[src/rtl/cdr_pkg.sv]
// Shared types and the phase-step rule for the 4x-oversampled CDR phase controller.
package cdr_pkg;

    typedef logic [1:0] phase_t;

    typedef enum logic {
        ACQUIRE = 1'b0,
        LOCKED  = 1'b1
    } cdr_state_t;

    // Pending adjustment to the bit stream caused by a wrapping phase step.
    typedef enum logic [1:0] {
        SLIP_NONE   = 2'd0,
        SLIP_DROP   = 2'd1,
        SLIP_DOUBLE = 2'd2
    } slip_t;

    localparam phase_t RESET_PHASE = 2'd2;
    localparam int     STABLE_W    = 3;

    // One step toward target: forward for a distance of 1 or 2, backward for 3.
    function automatic phase_t phase_step(input phase_t phase, input phase_t target);
        phase_t diff;
        diff = target - phase;
        case (diff)
            2'd0:    return phase;
            2'd3:    return phase - 2'd1;
            default: return phase + 2'd1;
        endcase
    endfunction

endpackage

[src/rtl/cdr_edge_hist.sv]
// Per-word edge detection and edge-position histogram over a fixed window of words.
module cdr_edge_hist
    import cdr_pkg::*;
#(
    parameter int WINDOW_LOG2 = 4
) (
    input  logic       clk,
    input  logic       rst,
    input  logic       in_valid,
    input  logic [3:0] in_data,
    output logic       win_close,
    output phase_t     edge_pos,
    output logic       win_empty,
    output logic       prev3
);

    localparam int CW = WINDOW_LOG2 + 1;

    logic [3:0][CW-1:0]       r_cnt;
    logic [WINDOW_LOG2-1:0]   r_wordCnt;
    logic                     r_prev3;

    logic [3:0]               w_edges;
    logic [3:0][CW-1:0]       w_cntNext;
    logic [CW-1:0]            w_bestVal;

    assign w_edges = in_data ^ {in_data[2:0], r_prev3};

    always_comb begin
        for (int i = 0; i < 4; i++) begin
            w_cntNext[i] = r_cnt[i] + {{(CW-1){1'b0}}, w_edges[i]};
        end
    end

    // The closing word's edges are part of the decision, so argmax runs on the updated counts.
    always_comb begin
        edge_pos  = '0;
        w_bestVal = w_cntNext[0];
        for (int i = 1; i < 4; i++) begin
            if (w_cntNext[i] > w_bestVal) begin
                w_bestVal = w_cntNext[i];
                edge_pos  = phase_t'(i);
            end
        end
    end

    assign win_close = in_valid && (r_wordCnt == '1);
    assign win_empty = (w_cntNext == '0);
    assign prev3     = r_prev3;

    always_ff @(posedge clk or posedge rst) begin
        if (rst) begin
            r_cnt     <= '0;
            r_wordCnt <= '0;
            r_prev3   <= 1'b0;
        end else if (in_valid) begin
            r_prev3   <= in_data[3];
            r_wordCnt <= r_wordCnt + 1'b1;
            for (int i = 0; i < 4; i++) begin
                r_cnt[i] <= win_close ? '0 : w_cntNext[i];
            end
        end
    end

endmodule

[src/rtl/cdr_phase_ctrl.sv]
// CDR phase-selection controller: chooses the eye-centre sample phase and emits recovered bits.
module cdr_phase_ctrl
    import cdr_pkg::*;
#(
    parameter int WINDOW_LOG2  = 4,
    parameter int LOCK_WINDOWS = 2
) (
    input  logic       clk,
    input  logic       rst,
    input  logic       in_valid,
    input  logic [3:0] in_data,
    output logic       out_valid,
    output logic [1:0] out_num,
    output logic [1:0] out_data,
    output logic       out_locked,
    output logic [1:0] out_phase
);

    cdr_state_t            r_state, w_stateNext;
    phase_t                r_phase, w_phaseNext;
    logic [STABLE_W-1:0]   r_stableCnt, w_stableNext;
    slip_t                 r_slip, w_slipNext;

    logic                  r_outValid, w_outValid;
    logic [1:0]            r_outNum, w_outNum;
    logic [1:0]            r_outData, w_outData;

    logic                  w_winClose;
    logic                  w_winEmpty;
    logic                  w_prev3;
    phase_t                w_edgePos;
    phase_t                w_target;

    cdr_edge_hist #(
        .WINDOW_LOG2 (WINDOW_LOG2)
    ) u_hist (
        .clk       (clk),
        .rst       (rst),
        .in_valid  (in_valid),
        .in_data   (in_data),
        .win_close (w_winClose),
        .edge_pos  (w_edgePos),
        .win_empty (w_winEmpty),
        .prev3     (w_prev3)
    );

    assign w_target = w_edgePos + 2'd2;

    always_ff @(posedge clk or posedge rst) begin
        if (rst) begin
            r_state     <= ACQUIRE;
            r_phase     <= RESET_PHASE;
            r_stableCnt <= '0;
            r_slip      <= SLIP_NONE;
        end else begin
            r_state     <= w_stateNext;
            r_phase     <= w_phaseNext;
            r_stableCnt <= w_stableNext;
            r_slip      <= w_slipNext;
        end
    end

    // An empty window leaves phase, stable count and lock untouched.
    always_comb begin
        w_stateNext  = r_state;
        w_phaseNext  = r_phase;
        w_stableNext = r_stableCnt;
        w_slipNext   = r_slip;
        if (in_valid) begin
            w_slipNext = SLIP_NONE;
            if (w_winClose && !w_winEmpty) begin
                if (w_target == r_phase) begin
                    if (r_stableCnt != '1) begin
                        w_stableNext = r_stableCnt + 1'b1;
                    end
                    if (w_stableNext >= STABLE_W'(LOCK_WINDOWS)) begin
                        w_stateNext = LOCKED;
                    end
                end else begin
                    w_phaseNext  = phase_step(r_phase, w_target);
                    w_stableNext = '0;
                    w_stateNext  = ACQUIRE;
                    if (r_phase == 2'd3 && w_phaseNext == 2'd0) begin
                        w_slipNext = SLIP_DROP;
                    end else if (r_phase == 2'd0 && w_phaseNext == 2'd3) begin
                        w_slipNext = SLIP_DOUBLE;
                    end
                end
            end
        end
    end

    // Wrapping 3->0 re-samples a bit already emitted; wrapping 0->3 would skip one.
    always_comb begin
        w_outValid = 1'b0;
        w_outNum   = 2'd0;
        w_outData  = 2'd0;
        if (in_valid) begin
            case (r_slip)
                SLIP_DROP: begin
                    w_outValid = 1'b0;
                end
                SLIP_DOUBLE: begin
                    w_outValid = 1'b1;
                    w_outNum   = 2'd2;
                    w_outData  = {in_data[3], w_prev3};
                end
                default: begin
                    w_outValid = 1'b1;
                    w_outNum   = 2'd1;
                    w_outData  = {1'b0, in_data[r_phase]};
                end
            endcase
        end
    end

    always_ff @(posedge clk or posedge rst) begin
        if (rst) begin
            r_outValid <= 1'b0;
            r_outNum   <= 2'd0;
            r_outData  <= 2'd0;
        end else begin
            r_outValid <= w_outValid;
            r_outNum   <= w_outNum;
            r_outData  <= w_outData;
        end
    end

    assign out_valid  = r_outValid;
    assign out_num    = r_outNum;
    assign out_data   = r_outData;
    assign out_locked = (r_state == LOCKED);
    assign out_phase  = r_phase;

endmodule

[config.mk]
export PLATFORM = sky130hd
export DESIGN_NAME = cdr_phase_ctrl
export DESIGN_NICKNAME = d
export VERILOG_FILES = /design/src/rtl/cdr_pkg.sv /design/src/rtl/cdr_edge_hist.sv /design/src/rtl/cdr_phase_ctrl.sv
export SDC_FILE = /design/constraint.sdc
export NUM_CORES = 1
export LEC_CHECK = 0
export ABC_AREA = 1
export BUFFER_PORTS_ARGS = -buffer_cell sky130_fd_sc_hd__buf_4
export CAP_MARGIN = 30
export CORE_UTILIZATION = 45
export CTS_CLUSTER_DIAMETER = 50
export DETAILED_ROUTE_END_ITERATION = 16
export GPL_TIMING_DRIVEN = 0
export PLACE_DENSITY = 0.59
export SLEW_MARGIN = 20
export SYNTH_ARGS = -nofsm -noshare
export SYNTH_HDL_FRONTEND = slang
export SYNTH_HIERARCHICAL = 1
export SYNTH_SLANG_ARGS = --single-unit
[constraint.sdc]
create_clock -name clk -period 7 [get_ports clk]
set_input_delay 0.35 -clock clk [delete_from_list [all_inputs] [get_ports clk]]
set_output_delay 0.35 -clock clk [all_outputs]
set_load 0.01 [all_outputs]
==> reports/qor.csv, run 1 <==
stage;metric;value;unit
critical_path;cp.required;7190;ps
timing;timing.slew.headroom;64.24;%
outcome;status;completed;
logic_synthesis;synth_top_area_share;32.93;%
detailed_routing;dr.pass1.iters;4;
place;gp_congestion;0.7798;
floorplanning;initial_core_util;46.93;%
logic_synthesis;syn_area;2811;um^2
timing;finalHoldViolations;0;
floorplanning;dieArea;6567;um^2
logic_synthesis;syn_area_per_cell;7.942;um^2
cells_and_area;syn2layout_area_growth;11.44;%
cells_and_area;drive_above_1_share;18.30;%
logic_synthesis;synth_edf_count;0;
cells_and_area;design_area;3133;um^2
global_route;grt_use_total;20.47;%
detailed_routing;antenna_left;0;
detailed_routing;routed_via_density;4.965;
critical_path;worstPathMaxFanout;6;
critical_path;cpMostUsedCell;nand2_1;
detailed_routing;routed_wirelength;5974;um
timing;tightest_slew;536.4;ps
detailed_routing;wl_per_cell;13.22;um
critical_path;cp_slowest_cell;dfrtp_1;
timing;final_max_slew_viol_count;0;
floorplanning;die_w;81.04;um
timing;min_period_over_period;84.46;%
cells_and_area;diodes;0;
global_route;grt_start_max_net_pins;19;
timing;fin_skew;2.561;ps
clock_tree;cts_tree;yes;
global_route;grt_overflow_total;0;
detailed_routing;drc;0;
clock_tree;root_buffer;clkbuf_8;
logic_synthesis;ys_ff_latch;38;
logic_synthesis;synth_cells;354;
logic_synthesis;syn-num-nets;388;
place;hpwl;4787;um
timing;setup_violations;0;
timing;rsz0062_at_grt;no;
cells_and_area;nets;410;
logic_synthesis;synth_cell_types;35;
clock_tree;clk_latency;290;ps
clock_tree;cts_hold_buf;0;
clock_tree;postCtsSetupRepairBufs;0;
global_route;grt_pass1_wl;10050;um
critical_path;crit_type;reg -> reg;
place;port_buffers;14;
timing;max_freq;169.2;MHz
clock_tree;cts_sinks;38;
clock_tree;max-clock-path-buffers;2;
logic_synthesis;ys_seq_area_share;33.87;%
timing;fin_tns_setup;0;ps
floorplanning;rows;28;
place;place_area;3038;um^2
critical_path;reg2reg_depth;39;
floorplanning;pin_count;15;
timing;fin_crit;5912;ps
floorplanning;die_height;81.04;um
critical_path;cp_slowest_stage_delay;410;ps
detailed_routing;drt_iter0_drc;63;
critical_path;cp.arrival;6100;ps
min_path;hp-class;in -> async;
global_route;antenna_found_initial;0;
floorplanning;coreArea;5991;um^2
logic_synthesis;synthFlopType;dfrtp_1;
clock_tree;cts_resized;0;
detailed_routing;vias;2244;
clock_tree;clk_pin_slew;80;ps
logic_synthesis;synthArstFlopShare;100.0;%
logic_synthesis;synth_warnings;6;
clock_tree;htree_levels;2;
critical_path;start_kind;register;
logic_synthesis;post_synth_main_area_contributors;dfrtp_1, ha_1, nand2_1;
clock_tree;cts_buffers;5;
job;maxCapViolations;0;
global_route;grt_pass1_vias;2103;
critical_path;worst_setup_path_end_kind;register;
logic_synthesis;yosysTopAreaCell;dfrtp_1;
## registers in the layout, summed over array words and instances, names as in the netlist
name              cells
u_hist/r_cnt         20
out_data              2
u_hist/prev3          1
out_locked            1
out_valid             1
out_num               2
r_slip                2
r_stableCnt           3
u_hist/r_wordCnt      4
out_phase             2
## Yosys cell counts, types with 2 or more instances
cell type,count
nand4_1,11
o21ai_0,15
inv_2,8
o22ai_1,7
ha_1,27
nand2_1,78
nand2_4,7
a21oi_1,5
nor2_1,14
o21ai_1,5
nand3_1,25
clkbuf_1,4
nand3_2,7
dfrtp_1,37
o21bai_1,2
buf_4,2
inv_1,47
nor2_4,3
nor2_2,3
xor2_1,17
nand2_2,8
o21ai_2,2
and2_1,4
inv_4,3
nor3_1,3
## critical path: cells and delay by family (launching register included)
kind                       cells  cell delay [ps]
and+or+nand+nor               18             1600
adders and majority gates      5             1510
AOI/OAI and AO/OA              8             1140
xor gates and xnor gates       2              590
buffers and inverters          6              540
DFF                            1              410
## cells in the final DEF (no fill, tap or decap), types with 3 or more instances in the layout
cell type and instances:
nor3_1 3, o22ai_1 7, a21oi_1 5, inv_2 8
inv_4 3, o21ai_1 5, nor2_2 3, nand2_1 78
clkbuf_1 4, inv_1 47, nand3_1 25, clkbuf_8 6
nand4_1 11, nand2_2 8, nand2_4 7, ha_1 27
buf_4 16, nand3_2 7, dfrtp_1 37, and2_1 4
xor2_1 17, nor2_4 3, o21ai_0 15, nor2_1 14
## logic make-up (layout without fill, tap and decap cells)
| logic type | count (synthesis) | count (layout) | share of synthesized area [%] |
|---|---|---|---|
| AOI/OAI and AO/OA | 40 | 40 | 8.189 |
| xor gates and xnor gates | 18 | 18 | 5.607 |
| adders and majority gates | 27 | 27 | 12.02 |
| buffers and inverters | 65 | 88 | 9.479 |
| DFF | 38 | 38 | 33.87 |
| muxes | 1 | 1 | 0.3560 |
| and+or+nand+nor | 165 | 165 | 30.49 |
## final cells by class
type | count | area, um^2
clock buffer | 6 | 82.58
buffer | 7 | 41.29
inverter | 58 | 225.2
timing repair buffer | 15 | 132.6
fill | 603 | 2858
clock inverter | 2 | 12.51
tap | 75 | 93.84
multi-input combinational | 251 | 1593
sequential | 38 | 952.2
## metrics by stage
| stage | util, % | cells | setup WS [ps] | hold WS [ps] |
|---|---|---|---|---|
| CTS | 52.30 | 452 | 1050 | 65.41 |
| global route | 52.30 | 452 | 528.4 | 91.77 |
| detailed placement | 50.71 | 444 | 964.4 | 383.2 |
| floorplan | - | 354 | 1938 | 226.2 |
| global placement | 50.25 | 443 | 973.1 | 409.8 |
| finish | 52.30 | 452 | 1088 | 53.75 |
## per-layer routing
| metal | GRT usage, % | part of all wire [%] |
|---|---|---|
| met1 | 28.70 | 50 |
| met2 | 32.52 | 46 |
| met3 | 3.371 | 2.8 |
| met4 | 5.357 | 1.2 |
| met5 | 0 | 0 |
## path summary, 6_finish.rpt
| path | start | endpoint | slack [ps] |
|---|---|---|---|
| worst max-delay path | u_hist/prev3$_DFFE_PP0P_ | r_slip[0]$_DFFE_PP0P_ | 1090 |
| worst min-delay path | rst | u_hist/r_cnt[8]$_DFFE_PP0P_ | 50 |
| worst max register to register | u_hist/prev3$_DFFE_PP0P_ | r_slip[0]$_DFFE_PP0P_ | 1090 |
| worst min register to register | u_hist/r_wordCnt[3]$_DFFE_PP0P_ | u_hist/r_wordCnt[3]$_DFFE_PP0P_ | 480 |
| max in group asynchronous | rst | u_hist/r_cnt[12]$_DFFE_PP0P_ | 6510 |
| min in group clk | in_data[3] | u_hist/prev3$_DFFE_PP0P_ | 300 |
Power of run 1 is not shown: default switching activity piles up to over one toggle a cycle in this logic, so the estimate is an artifact.
==> run 2, diff against run 1 <==
==> constraint.sdc (replaced) <==
create_clock -name clk -period 5.8 [get_ports clk]
set_input_delay 0.29 -clock clk [delete_from_list [all_inputs] [get_ports clk]]
set_output_delay 0.29 -clock clk [all_outputs]
set_load 0.01 [all_outputs]
==> reports/qor.csv, run 2 (synthesized netlist as in run 1, its figures left out) <==
stage;metric;value;unit;change
clock_tree;cts_tree;yes;;unchanged
cells_and_area;regArea;952.2;um^2;unchanged
floorplanning;initial_core_util;46.93;%;unchanged
timing;hold_ws;-9.482;ps;was 53.75 ps
min_path;hp-class;in -> async;;unchanged
critical_path;reg2reg_depth;39;;unchanged
clock_tree;max-clock-path-buffers;2;;unchanged
cells_and_area;multi_input_area;1652;um^2;was 1593 um^2
timing;fin_crit;5352;ps;was 5912 ps
timing;final_max_slew_viol_count;0;;unchanged
clock_tree;clk_pin_slew;80;ps;about the same
timing;timing.slew.headroom;64.86;%;was 64.24%
clock_tree;cts_buffers;5;;unchanged
timing;tightest_slew;527.1;ps;was 536.4 ps
critical_path;worstPathMaxFanout;5;;was 6
global_route;grt_use_total;20.50;%;was 20.47%
floorplanning;rows;28;;unchanged
place;port_buffers;14;;unchanged
floorplanning;dieArea;6567;um^2;unchanged
critical_path;reg2reg_slack;450;ps;was 1090 ps
timing;rsz0062_at_grt;no;;unchanged
critical_path;rr_endpoint;r_slip[0]$_DFFE_PP0P_;;unchanged
timing;fin_skew;4.934;ps;was 2.561 ps
place;hpwl;4787;um;unchanged
cells_and_area;diodes;0;;unchanged
job;maxCapViolations;0;;unchanged
global_route;antenna_found_initial;0;;unchanged
outcome;violations;negative hold slack;;
cells_and_area;nFillCells;588;;was 603
cells_and_area;largest_register_ffs;20;;unchanged
cells_and_area;nets;416;;was 410
cells_and_area;top_regs;u_hist/r_cnt x20, u_hist/r_wordCnt x4, r_stableCnt x3;;unchanged
critical_path;start_kind;register;;unchanged
cells_and_area;mostFrequentLayoutCells;nand2_1, inv_1, dfrtp_1;;unchanged
cells_and_area;top_register;u_hist/r_cnt;;unchanged
timing;timing.final.ws_setup;448.0;ps;was 1088 ps
critical_path;cp_slowest_cell;dfrtp_1;;unchanged
outcome;status;complete, but fails checks;;was completed
timing;finalHoldViolations;7;;was 0
timing;min_period_over_period;92.28;%;was 84.46%
place;gp_congestion;0.7798;;unchanged
detailed_routing;vias;2293;;was 2244
floorplanning;die_height;81.04;um;unchanged
global_route;grt_pass1_wl;10070;um;was 10050 um
detailed_routing;routed_wirelength;6087;um;was 5974 um
detailed_routing;drc;0;;unchanged
global_route;grt_start_max_net_pins;19;;unchanged
critical_path;cp.required;5990;ps;was 7190 ps
detailed_routing;routed_via_density;5.007;;was 4.965
floorplanning;pin_count;15;;unchanged
timing;max_freq;186.8;MHz;was 169.2 MHz
detailed_routing;wl_per_cell;13.29;um;was 13.22 um
detailed_routing;antenna_left;0;;unchanged
critical_path;crit_buf_inv;7;;was 6
floorplanning;die_w;81.04;um;unchanged
cells_and_area;syn2layout_area_growth;15.13;%;was 11.44%
timing;setup_violations;0;;unchanged
clock_tree;cts_sinks;38;;unchanged
critical_path;crit_type;reg -> reg;;unchanged
critical_path;cp.arrival;5550;ps;was 6100 ps
critical_path;cp_slowest_stage_delay;420;ps;was 410 ps
critical_path;worst_setup_path_end_kind;register;;unchanged
critical_path;timing.rr.start;u_hist/prev3$_DFFE_PP0P_;;unchanged
floorplanning;coreArea;5991;um^2;unchanged
critical_path;cpMostUsedCell;nand2_1;;unchanged
clock_tree;htree_levels;2;;unchanged
cells_and_area;final_common_cell;nand2_1;;unchanged
cells_and_area;drive_above_1_share;22.19;%;was 18.30%
critical_path;cp_top_family;simple AND/OR/NAND/NOR gates;;unchanged
clock_tree;clk_latency;300;ps;was 290 ps
global_route;grt_pass1_vias;2106;;was 2103
detailed_routing;drt_iter0_drc;79;;was 63
clock_tree;root_buffer;clkbuf_8;;unchanged
detailed_routing;dr.pass1.iters;4;;unchanged
place;pre_cts_slack;-175.6;ps;was 964.4 ps
global_route;grt_overflow_total;0;;unchanged
## run 2: worst reg2reg max path, delay by kind of cell (launching register included)
family	cells	cell delay, ps
and+or+nand+nor	18	1680
buffers and inverters	7	610
adders and majority gates	5	1260
xor gates and xnor gates	2	520
DFF	1	420
AOI/OAI and AO/OA	7	770
## run 2: worst max-delay path by stage
stage	from	endpoint	slack, ps	depth (start not counted)
finish	u_hist/prev3$_DFFE_PP0P_	r_slip[0]$_DFFE_PP0P_	450	39
detailed placement	in_data[1]	r_slip[0]$_DFFE_PP0P_	-180	41
global route	u_hist/prev3$_DFFE_PP0P_	r_slip[0]$_DFFE_PP0P_	20	40
CTS	u_hist/prev3$_DFFE_PP0P_	r_slip[0]$_DFFE_PP0P_	50	39
global placement	in_data[1]	r_slip[0]$_DFFE_PP0P_	-170	41
floorplan	u_hist/prev3$_DFFE_PP0P_	r_slip[0]$_DFFE_PP0P_	770	39
## run 2: cell type report
type / instances / share of cell area (%)
multi-input combinational: 251 / 51.02
sequential: 38 / 29.42
inverter: 58 / 6.958
timing repair buffer: 21 / 5.489
tap: 75 / 2.899
clock buffer: 6 / 2.551
buffer: 7 / 1.276
clock inverter: 2 / 0.3865
## run 2: repair_timing
item,4_1_cts,5_1_grt
hold buffers,0,0
pin swaps,0,5
endpoints found under the setup margin,4,8
hold endpoints to repair,0,0
resized for setup,2,11
setup buffers,0,6
cloned,0,0
## run 2: metal layers
layer  global-route usage [%]  share of wire (%)
met1                    28.79                 49
met2                    32.52                 46
met3                    3.371                4.0
met4                    5.357                1.4
met5                        0                  0
## run 2: metrics by stage
step	cell area [um^2]	util [%]	TNS [ps]	hold WS [ps]	instances
finish	3237	54.03	0	-9.482	458
CTS	3144	52.49	0	5.406	452
detailed placement	3038	50.71	-565.6	323.2	444
global route	3237	54.03	0	28.14	458
floorplan	2811	-	0	166.2	354
global placement	3010	50.25	-482.0	349.8	443
Power of run 2 is left out for the same reason.
==> run 3, diff against run 2 <==
--- a/config.mk
+++ b/config.mk
@@ -5,7 +5,7 @@
 export SDC_FILE = /design/constraint.sdc
 export NUM_CORES = 1
 export LEC_CHECK = 0
-export ABC_AREA = 1
+export ABC_AREA = 0
 export BUFFER_PORTS_ARGS = -buffer_cell sky130_fd_sc_hd__buf_4
 export CAP_MARGIN = 30
 export CORE_UTILIZATION = 45
==> reports/qor.csv, run 3 <==
stage;metric;value;unit;change
outcome;status;completed;;was complete, but fails checks
detailed_routing;antenna_left;0;;unchanged
logic_synthesis;synth_top_area_share;35.10;%;was 32.93%
logic_synthesis;synth.most_common_cell;inv_1;;was nand2_1
critical_path;reg2reg_depth;27;;was 39
critical_path;cp.arrival;5800;ps;was 5550 ps
clock_tree;cts_sinks;38;;unchanged
global_route;grt_pass1_wl;9584;um;was 10070 um
floorplanning;rows;27;;was 28
critical_path;cp_slowest_cell;dfrtp_1;;unchanged
clock_tree;max-clock-path-buffers;2;;unchanged
clock_tree;root_buffer;clkbuf_8;;unchanged
detailed_routing;drc;0;;unchanged
logic_synthesis;synthArstFlopShare;100.0;%;unchanged
critical_path;cp.required;5980;ps;was 5990 ps
cells_and_area;top_regs;u_hist/r_cnt x20, u_hist/r_wordCnt x4, r_stableCnt x3;;unchanged
timing;fin_skew;7.474;ps;was 4.934 ps
logic_synthesis;synth_warnings;6;;unchanged
timing;rsz0062_at_grt;yes;;was no
logic_synthesis;post_synth_main_area_contributors;dfrtp_1, ha_1, inv_1;;was dfrtp_1, ha_1, nand2_1
cells_and_area;syn2layout_area_growth;23.86;%;was 15.13%
clock_tree;cts_buffers;5;;unchanged
timing;min_period_over_period;96.97;%;was 92.28%
cells_and_area;drive_above_1_share;27.07;%;was 22.19%
clock_tree;clk_latency;300;ps;about the same
critical_path;cpMostUsedCell;o21a_1;;was nand2_1
logic_synthesis;yosysTopAreaCell;dfrtp_1;;unchanged
detailed_routing;routed_wirelength;5779;um;was 6087 um
logic_synthesis;ys_seq_area_share;36.10;%;was 33.87%
detailed_routing;wl_per_cell;14.97;um;was 13.29 um
cells_and_area;diodes;0;;unchanged
clock_tree;htree_levels;2;;unchanged
logic_synthesis;syn_area_per_cell;9.661;um^2;was 7.942 um^2
logic_synthesis;syn-num-nets;307;;was 388
cells_and_area;final_common_cell;dfrtp_1;;was nand2_1
cells_and_area;nets;347;;was 416
place;hpwl;4263;um;was 4787 um
timing;timing.slew.headroom;64.03;%;was 64.86%
critical_path;start_kind;register;;unchanged
critical_path;cp_slowest_stage_delay;410;ps;was 420 ps
floorplanning;pin_count;15;;unchanged
detailed_routing;routed_via_density;5.394;;was 5.007
place;port_buffers;14;;unchanged
timing;setup_violations;0;;unchanged
floorplanning;coreArea;5574;um^2;was 5991 um^2
job;maxCapViolations;0;;unchanged
logic_synthesis;synth_common_cells;inv_1, dfrtp_1, ha_1;;was nand2_1, inv_1, dfrtp_1
floorplanning;die_w;78.56;um;was 81.04 um
cells_and_area;stdcell_count;386;;was 458
critical_path;worstPathMaxFanout;8;;was 5
timing;fin_crit;5624;ps;was 5352 ps
clock_tree;cts_hold_buf;0;;unchanged
detailed_routing;vias;2082;;was 2293
timing;max_freq;177.8;MHz;was 186.8 MHz
place;dp.cells;360;;was 444
critical_path;worst_setup_path_end_kind;register;;unchanged
global_route;grt_use_total;20.24;%;was 20.50%
logic_synthesis;synth_cells;273;;was 354
timing;final_max_slew_viol_count;0;;unchanged
logic_synthesis;synthFlopType;dfrtp_1;;unchanged
floorplanning;die_height;78.56;um;was 81.04 um
min_path;hp-class;in -> async;;unchanged
global_route;grt_start_max_net_pins;15;;was 19
floorplanning;dieArea;6172;um^2;was 6567 um^2
global_route;grt_pass1_vias;2037;;was 2106
place;gp_congestion;0.8015;;was 0.7798
global_route;antenna_found_initial;0;;unchanged
floorplanning;initial_core_util;47.32;%;was 46.93%
cells_and_area;largest_register_ffs;20;;unchanged
global_route;grt_overflow_total;0;;unchanged
logic_synthesis;synth_cell_types;49;;was 35
detailed_routing;dr.pass1.iters;4;;unchanged
timing;tightest_slew;539.0;ps;was 527.1 ps
logic_synthesis;syn_area;2638;um^2;was 2811 um^2
logic_synthesis;ys_ff_latch;38;;unchanged
cells_and_area;mostFrequentLayoutCells;dfrtp_1, inv_1, buf_4;;was nand2_1, inv_1, dfrtp_1
logic_synthesis;synth_edf_count;0;;unchanged
clock_tree;cts_tree;yes;;unchanged
clock_tree;clk_pin_slew;80;ps;about the same
critical_path;crit_type;reg -> reg;;unchanged
detailed_routing;drt_iter0_drc;73;;was 79
timing;finalHoldViolations;0;;was 7
cells_and_area;fin_util;58.61;%;was 54.03%
cells_and_area;top_register;u_hist/r_cnt;;unchanged
run 3: changes by cell type after synthesis, moves of 5 or more:
cell / change
mux2_4: +5
nand2_4: -7
nand3_2: -6
nand2_1: -64
nand2_2: -7
xnor2_1: +14
inv_2: -7
o22ai_1: +5
nand3_1: -5
xor2_1: -5
inv_1: -9
run 3: cells by family (layout without fill, tap and decap cells):
family / count (synthesis) / in the layout / share of synthesized area (%)
xor+xnor: 29 / 29 / 10.63
fa+ha+maj: 28 / 28 / 13.33
flops: 38 / 38 / 36.10
buf+inv: 45 / 86 / 6.689
mux: 12 / 12 / 6.262
simple gates: 74 / 74 / 14.99
compound gates: 47 / 47 / 12.00
run 3: cell type report:
type,count,area [um^2]
timing repair buffer,33,267.8
clock buffer,5,68.82
buffer,6,30.03
clock inverter,3,68.82
sequential,38,952.2
inverter,39,146.4
multi-input combinational,190,1643
fill,491,2307
tap,72,90.09
run 3: repair_timing:
| item | 4_1_cts | 5_1_grt |
|---|---|---|
| resized for setup | 9 | 16 |
| pin swaps | 2 | 12 |
| gates cloned | 0 | 0 |
| buffers inserted | 4 | 14 |
| setup endpoints to repair | 8 | 8 |
run 3: metrics by stage:
stage | setup TNS (ps) | worst slack, ps | hold WS (ps) | instance area (um^2)
after floorplan | 0 | 257.8 | 166.2 | 2638
final | 0 | 175.9 | 31.31 | 3267
after global placement | -3805 | -598.6 | 361.6 | 2833
after detailed placement | -3912 | -612.1 | 377.1 | 2860
after global routing | -389.2 | -110.1 | 62.66 | 3267
after CTS | 0 | 9.412 | 44.18 | 3082
run 3: critical path, delay by kind of cell, from the launching register on:
family	cells	cell delay (ps)
simple gates	5	680
compound gates	9	1390
xor+xnor	2	410
flops	1	410
mux	2	630
buf+inv	3	310
fa+ha+maj	6	1690
run 3: worst paths after layout:
check	endpoint	slack, ps	startpoint
worst max register to register	out_phase[0]$_DFFE_PP0P_	180	u_hist/prev3$_DFFE_PP0P_
worst min-delay path	r_stableCnt[1]$_DFFE_PP0P_	30	rst
worst min register to register	u_hist/r_wordCnt[3]$_DFFE_PP0P_	480	u_hist/r_wordCnt[3]$_DFFE_PP0P_
min in group clk	r_slip[0]$_DFFE_PP0P_	250	in_valid
worst max-delay path	out_phase[0]$_DFFE_PP0P_	180	u_hist/prev3$_DFFE_PP0P_
max in group asynchronous	u_hist/r_cnt[11]$_DFFE_PP0P_	5300	rst
run 3: routing by layer:
metal | global-route usage [%] | part of all wire, % | vias to the layer above
li1 | - | - | 1027
met4 | 6.111 | 1.3 | 0
met1 | 26.28 | 47 | 1028
met2 | 33.48 | 49 | 19
met3 | 4.419 | 2.4 | 8
met5 | 0 | 0 | -
Power of run 3 is left out for the same reason.
